==> config.mk <==
export PLATFORM = sky130hd
export DESIGN_NAME = noun_phrase_classifier_flat
export DESIGN_NICKNAME = d
export VERILOG_FILES = /design/src/rtl/noun_phrase_classifier_if.sv /design/src/rtl/noun_phrase_classifier.sv /design/src/flat_wrapper.sv
export SDC_FILE = /design/constraint.sdc
export NUM_CORES = 1
export LEC_CHECK = 0
export ABC_AREA = 1
export CAP_MARGIN = 15
export CORE_MARGIN = 3
export CORE_UTILIZATION = 35
export CTS_BUF_LIST = sky130_fd_sc_hd__clkbuf_4
export DETAILED_ROUTE_END_ITERATION = 6
export PLACE_DENSITY_LB_ADDON = 0.3
export REMOVE_ABC_BUFFERS = 1
export SETUP_SLACK_MARGIN = 0.1
export SLEW_MARGIN = 20
export SYNTH_ARGS = -nofsm -noshare
export SYNTH_HDL_FRONTEND = slang
export SYNTH_SLANG_ARGS = --single-unit
==> constraint.sdc <==
create_clock -name clk -period 2.25 [get_ports clk]
set_input_delay 0.45 -clock clk [delete_from_list [all_inputs] [get_ports clk]]
set_output_delay 0.45 -clock clk [all_outputs]
set_load 0.03 [all_outputs]
==> src/rtl/noun_phrase_classifier_if.sv <==
`default_nettype none
// ============================================================================
// noun_phrase_classifier_if : token stream in, phrase status out
// Revision : 1.0
// ============================================================================
interface noun_phrase_classifier_if #(
    parameter int CODE_W = 4,
    parameter int CNT_W  = 8
);
    logic              ready_i;
    logic              ok_i;
    logic [CODE_W-1:0] token_i;
    logic [2:0]        state_o;
    logic              fim_o;
    logic              err_o;
    logic [CNT_W-1:0]  token_cnt_o;
    logic [CNT_W-1:0]  phrase_len_o;
    logic [CNT_W-1:0]  phrase_cnt_o;

    modport master (
        output ready_i, ok_i, token_i,
        input  state_o, fim_o, err_o, token_cnt_o, phrase_len_o, phrase_cnt_o
    );

    modport slave (
        input  ready_i, ok_i, token_i,
        output state_o, fim_o, err_o, token_cnt_o, phrase_len_o, phrase_cnt_o
    );
endinterface

`default_nettype wire

==> src/rtl/noun_phrase_classifier.sv <==
`default_nettype none
// ============================================================================
// noun_phrase_classifier : noun-phrase sequence FSM with length/timeout errors
// Revision : 1.0
// ============================================================================
module noun_phrase_classifier #(
    parameter int                CODE_W     = 4,
    parameter logic [CODE_W-1:0] CONCRETO   = 4'b0111,
    parameter logic [CODE_W-1:0] ABSTRATO   = 4'b1001,
    parameter logic [CODE_W-1:0] NOMEP      = 4'b1010,
    parameter logic [CODE_W-1:0] NOTA_INV   = 4'b1100,
    parameter int                MAX_TOKENS = 8,
    parameter int                TIMEOUT    = 16,
    parameter int                CNT_W      = 8
) (
    input  wire logic             clk,
    input  wire logic             rst,
    noun_phrase_classifier_if.slave bus
);
    typedef enum logic [2:0] {
        S_IDLE = 3'd0,
        S_CONC = 3'd1,
        S_ABST = 3'd2,
        S_PROP = 3'd3,
        S_ERR  = 3'd4
    } state_t;

    localparam logic [CNT_W-1:0] C_ONE      = CNT_W'(1);
    localparam logic [CNT_W-1:0] C_MAX_CNT  = CNT_W'(MAX_TOKENS);
    localparam logic [CNT_W-1:0] C_TIMEOUT  = CNT_W'(TIMEOUT);
    localparam logic [CNT_W-1:0] C_CNT_FULL = {CNT_W{1'b1}};

    state_t           state_q;
    logic             ok_q;
    logic             fim_q;
    logic             err_q;
    logic [CNT_W-1:0] token_cnt_q;
    logic [CNT_W-1:0] phrase_len_q;
    logic [CNT_W-1:0] phrase_cnt_q;
    logic [CNT_W-1:0] timer_q;

    logic             accept;
    logic             is_conc;
    logic             is_abst;
    logic             is_prop;
    logic             is_nota;
    logic             code_valid;
    logic             at_limit;
    logic             active;
    logic             timer_expired;
    logic [CNT_W-1:0] token_cnt_d;
    logic [CNT_W-1:0] phrase_cnt_d;
    logic [CNT_W-1:0] timer_d;

    // Only the rising edge of the ok level counts, so a held strobe is one token.
    assign accept        = bus.ready_i & bus.ok_i & ~ok_q;
    assign is_conc       = (bus.token_i == CONCRETO);
    assign is_abst       = (bus.token_i == ABSTRATO);
    assign is_prop       = (bus.token_i == NOMEP);
    assign is_nota       = (bus.token_i == NOTA_INV);
    assign code_valid    = is_conc | is_abst | is_prop | is_nota;
    assign at_limit      = (token_cnt_q == C_MAX_CNT);
    assign active        = (state_q == S_CONC) | (state_q == S_ABST) | (state_q == S_PROP);
    assign token_cnt_d   = token_cnt_q + C_ONE;
    assign phrase_cnt_d  = (phrase_cnt_q == C_CNT_FULL) ? phrase_cnt_q : phrase_cnt_q + C_ONE;
    assign timer_d       = timer_q + C_ONE;
    assign timer_expired = (TIMEOUT != 0) && (timer_d == C_TIMEOUT);

    always_ff @(posedge clk) begin
        if (rst) begin
            state_q      <= S_IDLE;
            ok_q         <= 1'b0;
            fim_q        <= 1'b0;
            err_q        <= 1'b0;
            token_cnt_q  <= '0;
            phrase_len_q <= '0;
            phrase_cnt_q <= '0;
            timer_q      <= '0;
        end else begin
            ok_q  <= bus.ok_i;
            fim_q <= 1'b0;
            err_q <= 1'b0;
            if (!bus.ready_i) begin
                state_q     <= S_IDLE;
                token_cnt_q <= '0;
                timer_q     <= '0;
            end else if (state_q == S_ERR) begin
                err_q <= 1'b1;
            end else if (accept) begin
                timer_q <= '0;
                if (!code_valid || (state_q != S_IDLE && at_limit)) begin
                    state_q <= S_ERR;
                    err_q   <= 1'b1;
                end else if (state_q == S_IDLE && is_nota) begin
                    // A stray terminator outside a phrase is dropped silently.
                    state_q <= S_IDLE;
                end else begin
                    token_cnt_q <= token_cnt_d;
                    case (state_q)
                        S_IDLE: begin
                            if (is_conc)      state_q <= S_CONC;
                            else if (is_abst) state_q <= S_ABST;
                            else              state_q <= S_PROP;
                        end
                        S_CONC: begin
                            if (is_abst)      state_q <= S_ABST;
                            else if (is_prop) state_q <= S_PROP;
                        end
                        S_ABST: begin
                            if (is_prop)      state_q <= S_PROP;
                        end
                        S_PROP: begin
                            if (is_nota) begin
                                state_q      <= S_IDLE;
                                token_cnt_q  <= '0;
                                phrase_len_q <= token_cnt_d;
                                phrase_cnt_q <= phrase_cnt_d;
                                fim_q        <= 1'b1;
                            end
                        end
                        default: state_q <= S_ERR;
                    endcase
                end
            end else if (active) begin
                timer_q <= timer_d;
                if (timer_expired) begin
                    state_q <= S_ERR;
                    err_q   <= 1'b1;
                end
            end
        end
    end

    assign bus.state_o      = state_q;
    assign bus.fim_o        = fim_q;
    assign bus.err_o        = err_q;
    assign bus.token_cnt_o  = token_cnt_q;
    assign bus.phrase_len_o = phrase_len_q;
    assign bus.phrase_cnt_o = phrase_cnt_q;
endmodule

`default_nettype wire
==> src/flat_wrapper.sv <==
// flat-port wrapper written by rule: the top's interface ports become plain ports
module noun_phrase_classifier_flat 
#(
    parameter int                CODE_W     = 4,
    parameter logic [CODE_W-1:0] CONCRETO   = 4'b0111,
    parameter logic [CODE_W-1:0] ABSTRATO   = 4'b1001,
    parameter logic [CODE_W-1:0] NOMEP      = 4'b1010,
    parameter logic [CODE_W-1:0] NOTA_INV   = 4'b1100,
    parameter int                MAX_TOKENS = 8,
    parameter int                TIMEOUT    = 16,
    parameter int                CNT_W      = 8
)
  (clk, rst, bus_ready_i, bus_ok_i, bus_token_i, bus_state_o, bus_fim_o, bus_err_o, bus_token_cnt_o, bus_phrase_len_o, bus_phrase_cnt_o);
  noun_phrase_classifier_if #(.CODE_W(CODE_W), .CNT_W(CNT_W)) bus_i ();
  input  wire logic clk;
  input  wire logic rst;
  input wire logic [$bits(bus_i.ready_i)-1:0] bus_ready_i;
  input wire logic [$bits(bus_i.ok_i)-1:0] bus_ok_i;
  input wire logic [$bits(bus_i.token_i)-1:0] bus_token_i;
  output wire logic [$bits(bus_i.state_o)-1:0] bus_state_o;
  output wire logic [$bits(bus_i.fim_o)-1:0] bus_fim_o;
  output wire logic [$bits(bus_i.err_o)-1:0] bus_err_o;
  output wire logic [$bits(bus_i.token_cnt_o)-1:0] bus_token_cnt_o;
  output wire logic [$bits(bus_i.phrase_len_o)-1:0] bus_phrase_len_o;
  output wire logic [$bits(bus_i.phrase_cnt_o)-1:0] bus_phrase_cnt_o;
  assign bus_i.ready_i = bus_ready_i;
  assign bus_i.ok_i = bus_ok_i;
  assign bus_i.token_i = bus_token_i;
  assign bus_state_o = bus_i.state_o;
  assign bus_fim_o = bus_i.fim_o;
  assign bus_err_o = bus_i.err_o;
  assign bus_token_cnt_o = bus_i.token_cnt_o;
  assign bus_phrase_len_o = bus_i.phrase_len_o;
  assign bus_phrase_cnt_o = bus_i.phrase_cnt_o;
  noun_phrase_classifier #(.CODE_W(CODE_W), .CONCRETO(CONCRETO), .ABSTRATO(ABSTRATO), .NOMEP(NOMEP), .NOTA_INV(NOTA_INV), .MAX_TOKENS(MAX_TOKENS), .TIMEOUT(TIMEOUT), .CNT_W(CNT_W)) u_core (.clk(clk), .rst(rst), .bus(bus_i));
endmodule
==> results of run 1 <==
-- power by group through the flow --
| stage | Combinational (mW) | Clock [mW] | Sequential, mW |
|---|---|---|---|
| after detailed placement | 0.103 | 0 | 0.693 |
| after global routing | 0.114 | 0.624 | 0.679 |
| after CTS | 0.104 | 0.595 | 0.678 |
| after global placement | 0.102 | 0 | 0.693 |
| final | 0.102 | 0.569 | 0.677 |
| after floorplan | 0.0579 | 0 | 0.695 |
-- area by class of cell --
cell class	instances	area share, %
Inverter	33	4.55
Multi-Input combinational cell	233	44.5
Timing Repair Buffer	46	16.0
Tap cell	72	3.31
Clock inverter	3	2.34
Clock buffer	5	1.38
Sequential cell	38	27.9
-- layer usage --
metal,GRT usage (%),vias up
li1,-,1087
met1,18.1,902
met2,25.9,46
met3,3.65,2
met4,4.39,0
met5,0,-
-- worst reg2reg max path, stage by stage (launching register included) --
cell	delay, ns
dfxtp_1	0.45
inv_1	0.11
ha_1	0.21
nand3_1	0.08
nor2_1	0.07
nand2_2	0.10
nand2_4	0.08
nor2_4	0.17
nand3_4	0.16
inv_2	0.16
o21ai_1	0.07
nor2_1	0.10
-- registers in the layout, summed over array words and instances, names as in the netlist --
name / count
u_core.bus.state_o: 3
u_core.ok_q: 1
u_core.timer_q: 8
u_core.bus.phrase_len_o: 8
u_core.bus.fim_o: 1
u_core.bus.token_cnt_o: 8
u_core.bus.err_o: 1
u_core.bus.phrase_cnt_o: 8
-- Yosys cell counts, drive strengths merged --
library cell	instances	area share, %
a21oi	26	6.2
a31oi	1	0.30
clkbuf	2	0.36
clkinv	1	0.18
dfxtp	38	36
ha	5	3.0
inv	32	5.7
nand2	78	15
nand3	29	7.5
nand3b	3	1.1
nand4	5	1.5
nor2	55	12
nor3	4	2.0
nor3b	1	0.36
nor4	1	1.0
o21ai	13	3.1
o21bai	1	0.36
xnor2	5	2.1
xor2	6	2.5
-- placed cells by master, fill, tap and decap left out, types with 4 or more instances in the layout --
| cell type | instances |
|---|---|
| xor2_1 | 6 |
| buf_4 | 10 |
| clkdlybuf4s50_1 | 36 |
| nand2_2 | 4 |
| ha_1 | 5 |
| dfxtp_1 | 38 |
| nand4_1 | 5 |
| o21ai_1 | 7 |
| o21ai_0 | 6 |
| nor2_1 | 50 |
| nand2_1 | 72 |
| inv_2 | 4 |
| xnor2_1 | 5 |
| inv_1 | 28 |
| nand3_1 | 28 |
| a21oi_1 | 26 |
| clkbuf_4 | 5 |
-- logic make-up after synthesis --
| logic type | Yosys count | share of synthesized area (%) |
|---|---|---|
| adders and majority gates | 5 | 2.97 |
| DFF | 38 | 36.2 |
| and+or+nand+nor | 176 | 40.1 |
| AOI/OAI and AO/OA | 41 | 9.93 |
| buffers and inverters | 35 | 6.25 |
| xor gates and xnor gates | 11 | 4.58 |
-- path summary, 6_finish.rpt --
path | end | cells past startpoint | from
max reg2reg | u_core.bus.phrase_len_o[7] | 11 | u_core.bus.token_cnt_o[0]
max | bus_state_o[2] | 1 | u_core.bus.state_o[2]
min reg2reg | u_core.timer_q[7] | 2 | u_core.timer_q[7]
min | u_core.timer_q[7] | 2 | u_core.timer_q[7]
==> results.py, run 1 <==
metrics = {
    "sta": {
        "fin_crit_sh_pct": 90.5,
        "fin_tns_setup_ns": 0,
        "tightest_slew_ns": 0.323,
        "hold_slack_ns": 0.488,
        "hold_violations": 0,
        "relSlewSlack_pct": 78.4,
        "finalSetupViolCount": 0,
        "setup_slack_ns": 0.215,
        "final_max_slew_viol_count": 0,
        "min_period_ns": 2.04,
        "fmax_ghz": 0.491,
        "rsz0062_at_grt": "false",
        "finalClockSkew_ns": 0.0143,
    },
    "worst_setup_path": {
        "rrSetupSlack_ns": 0.45,
        "crit_type": "flip-flop to primary output",
        "cp-start-kind": "flip-flop",
        "critPathMaxStageDelay_ns": 0.73,
        "slowest_stage": "clkdlybuf4s50_1",
        "cp_cell_sequence": "clkdlybuf4s50_1",
        "end_kind": "primary output",
        "path_buf_inv": 1,
        "worstPathArrival_ns": 1.59,
        "worstPathRequired_ns": 1.80,
        "cp_max_fo": 7,
        "cp_top_family": "buffers and inverters",
    },
    "cells_and_area": {
        "nets": 370,
        "register_area_um2": 761,
        "utilization_pct": 48.0,
        "fin_cells": 430,
        "multi_input_area_um2": 1210,
        "finalInstanceArea_um2": 2720,
        "area_growth_pct": 29.4,
        "fillerInstances": 581,
        "drive_gt1_share_pct": 10.1,
        "diodes": 0,
    },
    "global_routing": {
        "grt_pass1_vias": 1983,
        "grt_usage_pct": 14.9,
        "overflow": 0,
        "antenna_found_initial": 0,
        "grt_first_pass_wirelength_um": 8650,
        "grt_start_max_net_pins": 18,
    },
    "clock_tree": {
        "cts_setup_buffers": 0,
        "clk_latency_ns": 0.34,
        "cts_buffers": 5,
        "cts_root_buffer": "clkbuf_4",
        "htreeDepth": 2,
        "clkSlewWorstSetupHoldPaths_ns": 0.12,
        "clockBufferDepth": 2,
        "cts_tree": "done",
        "cts.sinks": 38,
        "postCtsHoldBufs": 0,
        "cts_resized": 0,
    },
    "placed_design": {
        "place_area_um2": 2620,
        "dp_hpwl_um": 3610,
        "portBuffers": 36,
        "gp_congestion": 0.856,
        "place_inst": 422,
        "dp_slack_ns": 0.0433,
    },
    "power": {
        "total_power_mw": 1.35,
        "swShare_pct": 21.6,
        "p_leak_nw": 1.10,
        "intPower_mw": 1.06,
        "p_per_area_nw_per_um2": 495,
        "ir_drop_mv": 0.327,
        "p_sw_uw": 292,
        "seq_power_share_pct": 50.2,
        "comb_power_share_pct": 7.6,
        "clkPwrFrac_pct": 42.2,
    },
    "logic_synthesis": {
        "synth-seq-cells": 38,
        "syn_area_um2": 2100,
        "yosys_warnings": 0,
        "yosysSeqAreaShare_pct": 36.2,
        "syn_area_per_cell_um2": 6.87,
        "syn-instance-count": 306,
        "synth_cell_types": 28,
    },
    "die": {
        "fp.dieH_um": 83.5,
        "coreArea_um2": 5680,
        "io_pins": 37,
        "die_area_um2": 6980,
        "die_x_um": 83.5,
        "core.rowCount": 27,
        "start_util_pct": 37.1,
    },
    "route": {
        "wl_met3_um": 230,
        "ant_nets": 0,
        "routed-via-count": 2037,
        "met2_length_um": 2290,
        "drc": 0,
        "via_per_inst": 4.74,
        "wire_per_inst_um": 11.3,
        "first_pass_iters": 4,
        "drtIter0Drc": 85,
        "wl_met1_um": 2270,
        "highest_layer": "met4",
        "routed_wl_um": 4840,
    },
    "hold_path": {
        "worstHoldPathType": "flip-flop to flip-flop",
    },
    "outcome": {
        "status": "finished clean",
    },
    "job": {
        "drv_cap": 0,
    },
}
(Power assumes the default switching activity.)
==> run 2: changes to the inputs <==
--- a/config.mk
+++ b/config.mk
@@ -13,7 +13,6 @@
 export DETAILED_ROUTE_END_ITERATION = 6
 export PLACE_DENSITY_LB_ADDON = 0.3
 export REMOVE_ABC_BUFFERS = 1
-export SETUP_SLACK_MARGIN = 0.1
 export SLEW_MARGIN = 20
 export SYNTH_ARGS = -nofsm -noshare
 export SYNTH_HDL_FRONTEND = slang
==> results of run 2 <==
Same layout as run 1: the final DEF is identical, and so are final timing and power.
